### src/rtl/uart_rx_pkg.sv
// uart_pkg: frame constants and receiver state type, shared with the UART transmitter.
package uart_pkg;

    localparam int UART_OVERSAMPLE  = 16;  // baud ticks per bit
    localparam int UART_DATA_BITS   = 8;
    localparam int START_SAMPLE_CNT = 7;   // mid-start-bit decision (T8 from detection)
    localparam int BIT_SAMPLE_CNT   = 15;  // bit-centre decision for data/stop bits

    typedef enum logic [2:0] {
        IDLE  = 3'd0,
        START = 3'd1,
        DATA  = 3'd2,
        STOP  = 3'd3,
        BRK   = 3'd4
    } uart_state_t;

    // 2-of-3 vote used when majority sampling is compiled in
    function automatic logic maj3(input logic a, input logic b, input logic c);
        return (a & b) | (a & c) | (b & c);
    endfunction

endpackage

### src/rtl/uart_rx_sync.sv
// uart_rx_sync: 2-flop synchronizer for the serial line; both flops reset to the idle level (1).
module uart_rx_sync (
    input  logic clk,
    input  logic reset,
    input  logic d,
    output logic q
);

    logic meta;

    // Two-stage resynchronization of the asynchronous line into clk
    always_ff @(posedge clk or negedge reset) begin
        if (!reset) begin
            meta <= 1'b1;
            q    <= 1'b1;
        end else begin
            meta <= d;
            q    <= meta;
        end
    end

endmodule

### src/rtl/uart_rx.sv
// uart_rx: 8N1 receiver on a 16x baud tick enable, centre sampling, framing/overrun reporting,
// output byte register with valid/ack handshake.
// Build option: define UART_RX_MAJORITY_EN for 2-of-3 majority voting at each decision tick.
module uart_rx
    import uart_pkg::*;
(
    input  logic       clk,
    input  logic       reset,
    input  logic       i_clk_rx,
    input  logic       i_rxd,
    input  logic       i_rd_ack,
    output logic [7:0] o_data,
    output logic       o_data_valid,
    output logic       o_rx_done,
    output logic       o_frame_err,
    output logic       o_overrun,
    output logic       o_busy
);

    localparam logic [3:0] START_CNT = 4'(START_SAMPLE_CNT);
    localparam logic [3:0] BIT_CNT   = 4'(BIT_SAMPLE_CNT);
    localparam logic [2:0] LAST_IDX  = 3'(UART_DATA_BITS - 1);

    logic        rxd_s;
    logic        bit_val;
    uart_state_t state, state_n;
    logic [3:0]  cnt, cnt_n;
    logic [2:0]  idx, idx_n;
    logic [7:0]  shreg, shreg_n;
    logic        frame_good, frame_bad;

    uart_rx_sync u_sync (
        .clk   (clk),
        .reset (reset),
        .d     (i_rxd),
        .q     (rxd_s)
    );

`ifdef UART_RX_MAJORITY_EN
    // Line level seen at the two previous ticks; [0] is the most recent
    logic [1:0] hist;

    // Tick-rate history of the synchronized line for the majority vote
    always_ff @(posedge clk or negedge reset) begin
        if (!reset)        hist <= 2'b11;
        else if (i_clk_rx) hist <= {hist[0], rxd_s};
    end

    assign bit_val = maj3(rxd_s, hist[0], hist[1]);
`else
    assign bit_val = rxd_s;
`endif

    // FSM, tick counter, bit index and shift register
    always_ff @(posedge clk or negedge reset) begin
        if (!reset) begin
            state <= IDLE;
            cnt   <= '0;
            idx   <= '0;
            shreg <= '0;
        end else begin
            state <= state_n;
            cnt   <= cnt_n;
            idx   <= idx_n;
            shreg <= shreg_n;
        end
    end

    // Next-state logic; everything advances only on a baud tick
    always_comb begin
        state_n    = state;
        cnt_n      = cnt;
        idx_n      = idx;
        shreg_n    = shreg;
        frame_good = 1'b0;
        frame_bad  = 1'b0;
        if (i_clk_rx) begin
            cnt_n = cnt + 4'd1;
            case (state)
                IDLE: begin
                    if (!rxd_s) state_n = START;
                end
                START: begin
                    if (cnt == START_CNT) begin
                        if (bit_val) begin
                            state_n = IDLE;          // false start
                        end else begin
                            state_n = DATA;
                            idx_n   = '0;
                        end
                    end
                end
                DATA: begin
                    // 4-bit counter wraps at 15, so each bit centre is 16 ticks apart
                    if (cnt == BIT_CNT) begin
                        shreg_n = {bit_val, shreg[7:1]};
                        idx_n   = idx + 3'd1;
                        if (idx == LAST_IDX) state_n = STOP;
                    end
                end
                STOP: begin
                    // Leave at mid-stop so a next start bit with no idle gap is caught
                    if (cnt == BIT_CNT) begin
                        if (bit_val) begin
                            frame_good = 1'b1;
                            state_n    = IDLE;
                        end else begin
                            frame_bad  = 1'b1;
                            state_n    = BRK;
                        end
                    end
                end
                BRK: begin
                    // Wait for the line to return high so a held break never restarts a frame
                    if (rxd_s) state_n = IDLE;
                end
                default: state_n = IDLE;
            endcase
            if (state_n != state) cnt_n = '0;
        end
    end

    // Output byte register, completion pulses and handshake
    always_ff @(posedge clk or negedge reset) begin
        if (!reset) begin
            o_data       <= '0;
            o_data_valid <= 1'b0;
            o_rx_done    <= 1'b0;
            o_frame_err  <= 1'b0;
            o_overrun    <= 1'b0;
        end else begin
            o_rx_done   <= frame_good | frame_bad;
            o_frame_err <= frame_bad;
            if (frame_good) begin
                o_data       <= shreg;
                o_data_valid <= 1'b1;
                // An ack in the same clk retires the old byte, so no overrun
                if (i_rd_ack)          o_overrun <= 1'b0;
                else if (o_data_valid) o_overrun <= 1'b1;
            end else if (i_rd_ack) begin
                o_data_valid <= 1'b0;
                o_overrun    <= 1'b0;
            end
        end
    end

    assign o_busy = (state != IDLE);

endmodule

### config.mk
export PLATFORM = sky130hd
export DESIGN_NAME = uart_rx
export DESIGN_NICKNAME = d
export VERILOG_FILES = /design/src/rtl/uart_rx_pkg.sv /design/src/rtl/uart_rx_sync.sv /design/src/rtl/uart_rx.sv
export SDC_FILE = /design/constraint.sdc
export NUM_CORES = 1
export LEC_CHECK = 0
export CAP_MARGIN = 20
export CORE_UTILIZATION = 31
export DETAILED_ROUTE_END_ITERATION = 10
export GPL_ROUTABILITY_DRIVEN = 0
export MAX_ROUTING_LAYER = met4
export PLACE_DENSITY = 0.54
export SYNTH_ARGS = -nofsm -noshare
export SYNTH_HDL_FRONTEND = slang
export SYNTH_HIERARCHICAL = 1
export SYNTH_SLANG_ARGS = --single-unit
### constraint.sdc
create_clock -name clk -period 1.9 [get_ports clk]
set_input_delay 0.57 -clock clk [delete_from_list [all_inputs] [get_ports clk]]
set_output_delay 0.57 -clock clk [all_outputs]
set_load 0.01 [all_outputs]
# Word level (Yosys, flattened, before mapping)
# Index checks and enable logic that the tools add are counted.
# W data, S select, Z words.
[totals]
elab_cells = 61
output_inout_bits = 13
inputBits = 5
ff_bits = 32
[op_classes]
n_mux = 28
eq_ne = 11
n_reduce_logical = 8
add_sub_neg = 2
bitwise = 1
[op_table]
columns = ["op", "count"]
rows = [
  ["$mux W3", 11],
  ["$pmux W3 S5", 1],
  ["$mux W1", 13],
  ["$eq A3 B2 Y1 const B", 2],
  ["$eq A3 B3 Y1 const B", 2],
  ["$ne A2 B2 Y1 const B", 3],
  ["$pmux W3 S2", 1],
  ["$reduce_bool A2 Y1", 3],
  ["$reduce_and A5 Y1", 1],
  ["$add A4 B1 Y4 const B", 1],
  ["$eq A4 B3 Y1 const B", 1],
  ["$eq A4 B4 Y1 const B", 1],
  ["$mux W4", 1],
  ["$add A3 B1 Y3 const B", 1],
  ["$eq A3 B1 Y1 const B", 1],
  ["$logic_not A3 Y1", 1],
  ["$ne A3 B3 Y1", 1],
  ["$reduce_and A3 Y1", 1],
  ["$reduce_bool A3 Y1", 1],
  ["$mux W2", 1],
  ["$reduce_and A2 Y1", 1],
  ["$or A1 B1 Y1", 1],
]

# Depth between registers and ports, before layout
[depth]
word_depth = 7
depth_mapped = 6
depth_no_buf = 6

# Hierarchy
# The synthesis kept the hierarchy.
[by_module_without_submodules]
columns = ["module", "seq_area_each_um2", "cells_per_inst", "instances", "area_per_inst_um2"]
rows = [
  ["uart_rx", 750.7, 114, 1, 1425.1],
  ["uart_rx_sync", 52.6, 2, 1, 52.6],
]

# Worst setup path before layout
# OpenSTA, ideal clock, no wires.
[synth_path]
path_kind = "reg2reg"
start = "reg cnt[0]"
end = "reg cnt[2]"
path_stages_with_launch = 7
synth_period_minus_slack_ns = 1.589
arrival_ns = 1.510
setup_ns = 0.079
n_path_buf = 0
required_time_ns = 1.821
setup_slack_ns = 0.311
path_cell_list = "dfrtp_1 > ha_1 > and2_4 > a311oi_1 > o211ai_1 > o21ai_0 > o2bb2ai_1"
[synth_via]
elab_chain_cells = 6
word_cells_on_any_way = 10
classes_between = "add/sub (1); eq/ne (3); mux (6)"
[synth_rtl]
columns = ["item", "line_no", "rtl"]
rows = [
  ["from (decl)", "uart_rx.sv:27", "logic [3:0] cnt, cnt_n;"],
  ["from (signal assigned)", "uart_rx.sv:63", "cnt <= cnt_n;"],
  ["$eq A4 B4 Y1 or $eq A4 B3 Y1 (tied branches)", "uart_rx.sv:95, uart_rx.sv:103, uart_rx.sv:84", ""],
  ["$mux W3, on equally long branches", "uart_rx.sv:103, uart_rx.sv:84, uart_rx.sv:95", ""],
  ["$pmux W3 S5", "uart_rx.sv:79", "case (state)"],
  ["$mux W3", "uart_rx.sv:77", "if (i_clk_rx) begin"],
  ["$ne A3 B3 Y1", "uart_rx.sv:119", "if (state_n != state) cnt_n = '0;"],
  ["$mux W4 *", "uart_rx.sv:119", ""],
]
# Every way passes the cells marked *; elsewhere a longest branch is shown, timed or not. The select of a mux whose other input is x is not followed.
# A chain may end at the register's enable or synchronous reset.

# Worst setup path after layout
[layout_path]
start = "reg state[2]"
end = "out o_busy"
[layout_via]
elab_chain_cells = 1
[layout_rtl]
columns = ["item", "line_no", "rtl"]
rows = [
  ["from (decl)", "uart_rx.sv:26", "uart_state_t state, state_n;"],
  ["from (signal assigned)", "uart_rx.sv:62", "state <= state_n;"],
  ["$reduce_bool A3 Y1", "uart_rx.sv:147", "assign o_busy = (state != IDLE);"],
  ["to (decl)", "uart_rx.sv:17", "output logic o_busy"],
]
# Every way passes these cells.

==> flow_summary.toml <==
[status]
status = "finished clean"

[sta]
period_needed_ns = 1.830
worstMarginPinSlew_ns = 0.4401
setup_tns_ns = 0
setup_viol_count_final = 0
rsz0062_at_grt = "no"
relSlewSlack = 0.7053
drv_slew = 0
hold_viol_final = 0
max_freq_mhz = 546.4
finClkSkew_ns = 0.005742
finalCritPeriodShare = 0.9632

[clock_network]
clock_path_buffers = 2
cts_buffers = 5
insertion_delay_ns = 0.28
clockRootBuffer = "clkbuf_8"
cts_max_level = 2
cts_tree = "yes"
cts_sinks = 32
clkTransAtPathRegs_ns = 0.07

[global_routing]
grt_pass1_vias = 1000
grt_pass1_wl_um = 4830
grt_overflow_total = 0
grt_max_degree = 14
antenna_found_initial = 0
grt_usage = 0.1325

[synth]
syn_avg_cell_area_um2 = 12.74
synth_area_um2 = 1478
yosys.cell_types.count = 40
synth_ff_type = "dfrtp_1"
synth-edff-count = 0
synth-seq-area-share = 0.5436
yosysWarnings = 6
syn_inst = 116
synth_async_sr_flop_share = 1.000
ys_ff_latch = 32
syn_nets = 124

[critical_path]
worst_setup_path_start_kind = "register"
path_max_fanout = 2
end_kind = "output pin"
worstSetupPathType = "reg2out"
required_ns = 1.33
worstPathArrival_ns = 1.26
rrSetupSlack_ns = 0.14

[die]
initial_utilization = 0.3303
dieArea_um2 = 5047
fp.dieW_um = 71.04
core_um2 = 4474
pin_count = 18
rows = 24
die_h_um = 71.04

[place]
dp_cells = 190
dp_hpwl_um = 1925
numPortBuffers = 17

[cells_and_area]
area_growth_pct = 24.56
final_common_cell = "dfrtp_1"
drive_above_1_share = 0.2808
final_cell_mix = "dfrtp_1, clkdlybuf4s50_1, buf_4"
finalNonFillerCells = 198
antenna_cells = 0
nFillCells = 409
nets = 153

[hold_path]
hold_class = "reg2reg"

[routing]
ant_nets = 0
dr.pass1.iters = 4
vias = 969
drc_errors = 0
avgViaCountPerCell = 4.894
routed_wl_um = 2778
first_iter_violations = 32
routedWlPerCell_um = 14.03

[job]
max_cap_viol_count = 0

[power_and_ir_drop]
ir_drop_mv = 0.3703
p_leak_nw = 0.8727
pwr_density_cell_nw_per_um2 = 948.6
what timing repair did:
action	4_1_cts	5_1_grt
hold buffers	0	0
setup endpoints to repair	1	2
setup buffers	0	0
gates cloned	0	0
pin swaps	0	1
resized for setup	1	1
logic make-up (layout without fill, tap and decap cells):
logic type,count (synthesis),in the layout,share of synthesized area
flip-flops,32,32,0.5436
AO/OA/AOI/OAI,26,26,0.1186
AND/OR/NAND/NOR,26,26,0.1194
multiplexers,17,17,0.1499
buffers and inverters,11,41,0.03725
adder cells (fa/ha/maj),3,3,0.02540
XOR/XNOR,1,1,0.005928
cell usage after synthesis (2+ instances only):
cell / number / area share
a21oi_1: 4 / 0.014
dfstp_2: 2 / 0.036
ha_1: 3 / 0.025
o21ai_0: 4 / 0.014
mux2_4: 8 / 0.081
o2bb2ai_1: 2 / 0.012
nand3b_1: 2 / 0.010
nor2b_1: 2 / 0.0085
buf_2: 2 / 0.0068
buf_4: 3 / 0.015
inv_1: 5 / 0.013
nand3_1: 2 / 0.0068
a31oi_1: 3 / 0.013
nand2_1: 2 / 0.0051
or3_1: 2 / 0.0085
dfrtp_1: 30 / 0.51
mux2_2: 9 / 0.069
a22o_1: 2 / 0.012
nand2b_1: 3 / 0.013
o22ai_1: 2 / 0.0085
nor2_1: 5 / 0.013
worst max-delay path, cell delays in order (launching register included):
cell and delay [ns]:
dfrtp_1 0.37, or3_1 0.37, clkdlybuf4s15_1 0.24
state kept, by name, indices dropped and copies added (netlist names), 3 cells and up:
register,count
cnt,4
state,3
shreg,8
o_data,8
idx,3
power breakdown:
group | internal (W) | leakage [nW] | switching (W)
Combinational | 0.000195 | 0.399 | 0.000251
Clock | 0.000257 | 0.0422 | 0.000240
Sequential | 0.000745 | 0.432 | 0.0000589
worst paths after layout:
kind	startpoint	endpoint	depth (start not counted)
min in group asynchronous	reset	shreg[4]	1
worst max-delay path	state[2]	o_busy	2
worst min-delay path	u_sync/meta	u_sync/q	0
worst min register to register	u_sync/meta	u_sync/q	0
worst max register to register	cnt[0]	cnt[2]	6
max in group asynchronous	reset	o_data_valid	2
through the flow:
step	instance area (um^2)	hold slack [ns]	setup WS, ns	util	power, W
final	1841	0.3563	0.06985	0.4114	0.001746
after global routing	1841	0.3621	0.007724	0.4114	0.001872
after CTS	1839	0.3575	0.009651	0.4111	0.001763
after detailed placement	1759	0.3481	-0.1876	0.3932	0.001270
after global placement	1759	0.3463	-0.1727	0.3932	0.001246
after floorplan	1478	0.2744	0.3107	-	0.001140
metal layers:
layer | track usage | part of all wire
met4 | 0.07556 | 0.024
met5 | - | 0
met1 | 0.1734 | 0.49
met3 | 0.03561 | 0.038
met2 | 0.1848 | 0.45
cell type report:
class / count / area, um^2 / area share
Multi-Input combinational cell: 73 / 619.3 / 0.3365
Clock inverter: 1 / 5.005 / 0.002719
Sequential cell: 32 / 803.3 / 0.4364
Timing Repair Buffer: 28 / 252.7 / 0.1373
Tap cell: 52 / 65.06 / 0.03535
Inverter: 5 / 18.77 / 0.01020
Clock buffer: 7 / 76.32 / 0.04147
Note: power is estimated with default switching activity, not from simulation.
